**src/rtl/comparator_arbiter.sv**
```systemverilog
// Round-robin arbiter sharing one signed less-than comparator among REQS
// requesters, with a one-entry response buffer tagged by requester ID.

module comparator_lt #(
  parameter int unsigned N = 32
) (
  input  logic [N-1:0] a_i,
  input  logic [N-1:0] b_i,
  output logic         lt_o
);

  // One extra sign bit keeps a - b from overflowing, so the top bit is the answer.
  logic [N:0] diff;

  assign diff = {a_i[N-1], a_i} - {b_i[N-1], b_i};
  assign lt_o = diff[N];

endmodule

module comparator_arbiter #(
  parameter  int unsigned N    = 32,
  parameter  int unsigned REQS = 4,
  localparam int unsigned IW   = (REQS > 1) ? $clog2(REQS) : 1
) (
  input  logic              clk,
  input  logic              rst_n,
  input  logic [REQS-1:0]   req_valid,
  output logic [REQS-1:0]   req_ready,
  input  logic [REQS*N-1:0] req_a,
  input  logic [REQS*N-1:0] req_b,
  output logic              rsp_valid,
  input  logic              rsp_ready,
  output logic [IW-1:0]     rsp_id,
  output logic              rsp_lt
);

  typedef enum logic {
    EMPTY = 1'b0,
    FULL  = 1'b1
  } state_e;

  state_e          state_q, state_d;
  logic [IW-1:0]   ptr_q, ptr_d;
  logic [IW-1:0]   rsp_id_q, rsp_id_d;
  logic            rsp_lt_q, rsp_lt_d;

  logic            free;
  logic            gnt_found;
  logic            gnt_en;
  logic [IW-1:0]   gnt_idx;
  logic [REQS-1:0] gnt_oh;
  logic [N-1:0]    a_sel;
  logic [N-1:0]    b_sel;
  logic            cmp_lt;

  assign free   = (state_q == EMPTY) | rsp_ready;
  assign gnt_en = rst_n & free & gnt_found;

  // Two passes: indices at or above ptr first, then the wrapped ones below it.
  always_comb begin
    gnt_found = 1'b0;
    gnt_idx   = '0;
    for (int unsigned i = 0; i < REQS; i++) begin
      if (!gnt_found && req_valid[i] && (i >= 32'(ptr_q))) begin
        gnt_found = 1'b1;
        gnt_idx   = IW'(i);
      end
    end
    for (int unsigned i = 0; i < REQS; i++) begin
      if (!gnt_found && req_valid[i] && (i < 32'(ptr_q))) begin
        gnt_found = 1'b1;
        gnt_idx   = IW'(i);
      end
    end
  end

  always_comb begin
    gnt_oh = '0;
    a_sel  = '0;
    b_sel  = '0;
    for (int unsigned i = 0; i < REQS; i++) begin
      if (32'(gnt_idx) == i) begin
        a_sel     = req_a[i*N +: N];
        b_sel     = req_b[i*N +: N];
        gnt_oh[i] = gnt_en;
      end
    end
  end

  assign req_ready = gnt_oh;

  comparator_lt #(
    .N (N)
  ) u_cmp (
    .a_i  (a_sel),
    .b_i  (b_sel),
    .lt_o (cmp_lt)
  );

  always_comb begin
    state_d  = state_q;
    ptr_d    = ptr_q;
    rsp_id_d = rsp_id_q;
    rsp_lt_d = rsp_lt_q;
    if (gnt_en) begin
      state_d  = FULL;
      ptr_d    = (32'(gnt_idx) == REQS - 1) ? '0 : gnt_idx + IW'(1);
      rsp_id_d = gnt_idx;
      rsp_lt_d = cmp_lt;
    end else if ((state_q == FULL) && rsp_ready) begin
      state_d = EMPTY;
    end
  end

  always_ff @(posedge clk or negedge rst_n) begin
    if (!rst_n) begin
      state_q  <= EMPTY;
      ptr_q    <= '0;
      rsp_id_q <= '0;
      rsp_lt_q <= 1'b0;
    end else begin
      state_q  <= state_d;
      ptr_q    <= ptr_d;
      rsp_id_q <= rsp_id_d;
      rsp_lt_q <= rsp_lt_d;
    end
  end

  assign rsp_valid = (state_q == FULL);
  assign rsp_id    = rsp_id_q;
  assign rsp_lt    = rsp_lt_q;

endmodule

```
**config.mk**
```make
export PLATFORM = sky130hd
export DESIGN_NAME = comparator_arbiter
export DESIGN_NICKNAME = d
export VERILOG_FILES = /design/src/rtl/comparator_arbiter.sv
export SDC_FILE = /design/constraint.sdc
export NUM_CORES = 1
export LEC_CHECK = 0
export BUFFER_PORTS_ARGS = -buffer_cell sky130_fd_sc_hd__buf_2
export CELL_PAD_IN_SITES_DETAIL_PLACEMENT = 0
export CELL_PAD_IN_SITES_GLOBAL_PLACEMENT = 2
export CORE_MARGIN = 1
export CORE_UTILIZATION = 18
export DETAILED_ROUTE_END_ITERATION = 8
export PLACE_DENSITY_LB_ADDON = 0.12
export RECOVER_POWER = 100
export SYNTH_ARGS = -nofsm -noshare
export SYNTH_HDL_FRONTEND = slang
export SYNTH_HIERARCHICAL = 1
export SYNTH_SLANG_ARGS = --single-unit
export TNS_END_PERCENT = 1
```
**constraint.sdc**
```tcl
create_clock -name clk -period 3.8 [get_ports clk]
set_input_delay 0.76 -clock clk [delete_from_list [all_inputs] [get_ports clk]]
set_output_delay 0.76 -clock clk [all_outputs]
set_load 0.05 [all_outputs]
```
==> impl_metrics.ini <==
[placed_design]
port_buffers = 270
dp_cells = 957
hpwl_mm = 12.6
placed_area_um2 = 5090
dp_slack_ps = -471
gp_congestion = 0.809

[setup_path]
crit_path_cell_trace = buf_2 > inv_1 > o22ai_1 > or3_4 > ha_2 > nor2b_4 > buf_12 > buf_12 > buf_4 > a221oi_2 > o31ai_2 > ha_1 > nand4_1 > nor3_2 > a31oi_2 > a31oi_1 > o22ai_1 > mux2_4
crit_path_end_kind = flip-flop
required_ps = 3920
arrival_ps = 3890
slowest_stage = or3_4
rrSetupSlack_ps = 170
cp_max_fo = 14
crit_type = in2reg
worstReg2RegStart = ptr_q[1]
reg2reg_to = rsp_lt
slowest_delay_ps = 430
startpoint_type = primary input
ff2ff_path_depth = 17

[sta]
slew_headroom_pct = 51.5
period_minus_slack_ps = 3770
whs_ps = 479
hold_violations = 0
post-route-period-util_pct = 99.3
fmaxAchievable_mhz = 265
finalSetupViolations = 0
drv_slew = 0
finClkSkew_ps = 5.03
tightest_slew_ps = 730
finalSetupTns_ps = 0
worst_slack_ps = 28.2
rsz0062_at_grt = yes

[synth]
synth_nets = 752
synth_seq_cells = 6
netlist_instances = 454
synth.distinct_cells = 40
avgSynthCellArea_um2 = 6.95
netlist_area_um2 = 3150
ys_warn_count = 6
synth-seq-area-share_pct = 4.76

[cts]
path_clk_slew_ps = 40
cts_made_buffers = 3
cts.path.max_buffers = 2
htree_levels = 1
cts_sinks = 6
cts_tree = done
cts_hold_buf = 0
clock_latency_ps = 240
cts-root-buf = clkbuf_16

[power]
p_per_area_nw_per_um2 = 692
power_mw = 3.81
power_leakage_nw = 2.59
ir_worst_vdd_mv = 0.275

[grt]
grt_usage_pct = 16.5
grt_overflow_total = 0
grt_antenna_before_repair = 2
grt_pass1_vias = 4708
grt_max_degree = 54
grt_pass1_wl_mm = 23.9

[final_layout]
final_area_um2 = 5500
drive_above_1_share_pct = 49.8
area_growth_pct = 74.5
final_cells = 969
final_nets = 1041
n_fill_cell = 1965
utilization_pct = 32.0

[drt]
drc = 0
drt_iter0_markers = 125
via_per_inst = 4.78
routedWlPerCell_um = 16.1
postRouteAntennaNets = 0
wirelength_mm = 15.6
first_pass_iters = 4
dr_total_vias = 4632

[floorplan]
io_pins = 271
dieWidth_um = 134
initial_core_util_pct = 18.4
placementRows = 48
die-area_um2 = 18100
core_area_um2 = 17200
dieHeight_um = 134

[run_status]
status = finished clean

[hold_path]
hold_class = in2async

[run]
cap_violations = 0
==> area by class of cell <==
cell class / instances / area [µm²] / area share (%)
tap: 225 / 282 / 5.11
sequential: 6 / 150 / 2.73
inverter: 37 / 139 / 2.52
multi-input combinational: 368 / 2910 / 52.8
antenna: 3 / 7.51 / 0.136
timing repair buffer: 327 / 1940 / 35.3
clock buffer: 3 / 75.1 / 1.36
==> cell usage in the layout, fill, tap and decap left out, drive strengths merged, types with 2 or more instances in the layout <==
| cell type | instances |
|---|---|
| o41ai | 2 |
| nand2 | 75 |
| nor2b | 65 |
| o21ai | 7 |
| inv | 37 |
| dfrtp | 6 |
| a21oi | 12 |
| o22ai | 2 |
| nand2b | 4 |
| clkbuf | 11 |
| a221oi | 65 |
| o31ai | 64 |
| ha | 35 |
| diode | 3 |
| nor3 | 4 |
| buf | 319 |
| nand3 | 3 |
| a31oi | 2 |
| mux2 | 3 |
| nand4 | 3 |
| and2 | 4 |
| mux2i | 3 |
| nor2 | 4 |
==> cell usage after synthesis (all sizes together) <==
cell      n  share of area (%)
a31oi     2               0.40
nand4     3               0.60
nor4      1               0.20
nand3     3               0.48
o41ai     2                1.2
nand2b    4                1.0
a41oi     1               0.28
dfrtp     6                4.8
o21ai     7                1.1
and2      4               0.95
o2111ai   1               0.28
clkbuf   28                3.3
mux2i     3               0.95
and4      1               0.28
inv      37                4.4
buf      15                3.6
a21oi    12                1.9
nor2      4               0.71
a2111o    1               0.36
nand4b    1               0.28
nor3      4               0.79
mux2      3                1.4
a211oi    1               0.24
a22oi     1               0.24
nand2    75                8.9
o22ai     2               0.40
or3       1               0.20
ha       35                 14
nor2b    65                 13
nor3b     1               0.24
a22o      1               0.28
o31ai    64                 15
a221oi   65                 18
==> what timing repair did <==
item | CTS | global route
setup endpoints to repair | 1 | 1
setup buffers | 4 | 0
resized for setup | 38 | 3
cloned | 2 | 0
pin swaps | 29 | 7
==> cell families (layout without fill, tap and decap cells) <==
kind of cell	after synthesis	count (layout)	synth area share, %
AOI/OAI and AO/OA	160	160	40.1
adders and majority gates	35	35	13.9
buffers and inverters	80	367	11.3
DFF	6	6	4.76
muxes	6	6	2.38
other	0	3	0
and+or+nand+nor	167	167	27.6
==> power by group <==
part,switching (mW),leakage (nW),internal [mW]
Clock,0.0453,0.0370,0.136
Sequential,0.0255,0.0709,0.0896
Combinational,1.83,2.48,1.69
Total,1.90,2.59,1.91
==> how the worst max path moves through the flow <==
stage                     slack (ps)  depth (start not counted)      to          from
after floorplan                   70                         17  rsp_lt  req_valid[3]
final                             30                         18  rsp_lt  req_valid[1]
after global routing            -180                         18  rsp_lt  req_valid[1]
after detailed placement        -470                         17  rsp_lt  req_valid[3]
after CTS                          3                         17  rsp_lt  req_valid[1]
after global placement          -360                         17  rsp_lt  req_valid[3]
==> routing by layer <==
| layer | share of wire [%] | routed length, µm | GRT usage [%] | vias up |
|---|---|---|---|---|
| met2 | 51 | 7930 | 31.5 | 181 |
| met3 | 7.5 | 1180 | 3.06 | 13 |
| li1 | - | - | - | 2301 |
| met5 | 0 | 0 | 0 | - |
| met4 | 1.1 | 173 | 2.68 | 0 |
| met1 | 41 | 6320 | 19.3 | 2137 |
==> critical path, delay by kind of cell <==
family / cells / cell delay (ps)
adder cells (fa/ha/maj): 2 / 500
multiplexers: 1 / 260
AO/OA/AOI/OAI: 6 / 870
AND/OR/NAND/NOR: 4 / 850
buffers and inverters: 5 / 640
==> sequential cells by signal, summed over array words and instances (netlist names) <==
name / cells
ptr_q: 2
rsp_id: 2
rsp_lt: 1
rsp_valid: 1
No activity file was read; power rests on OpenSTA's default activity.
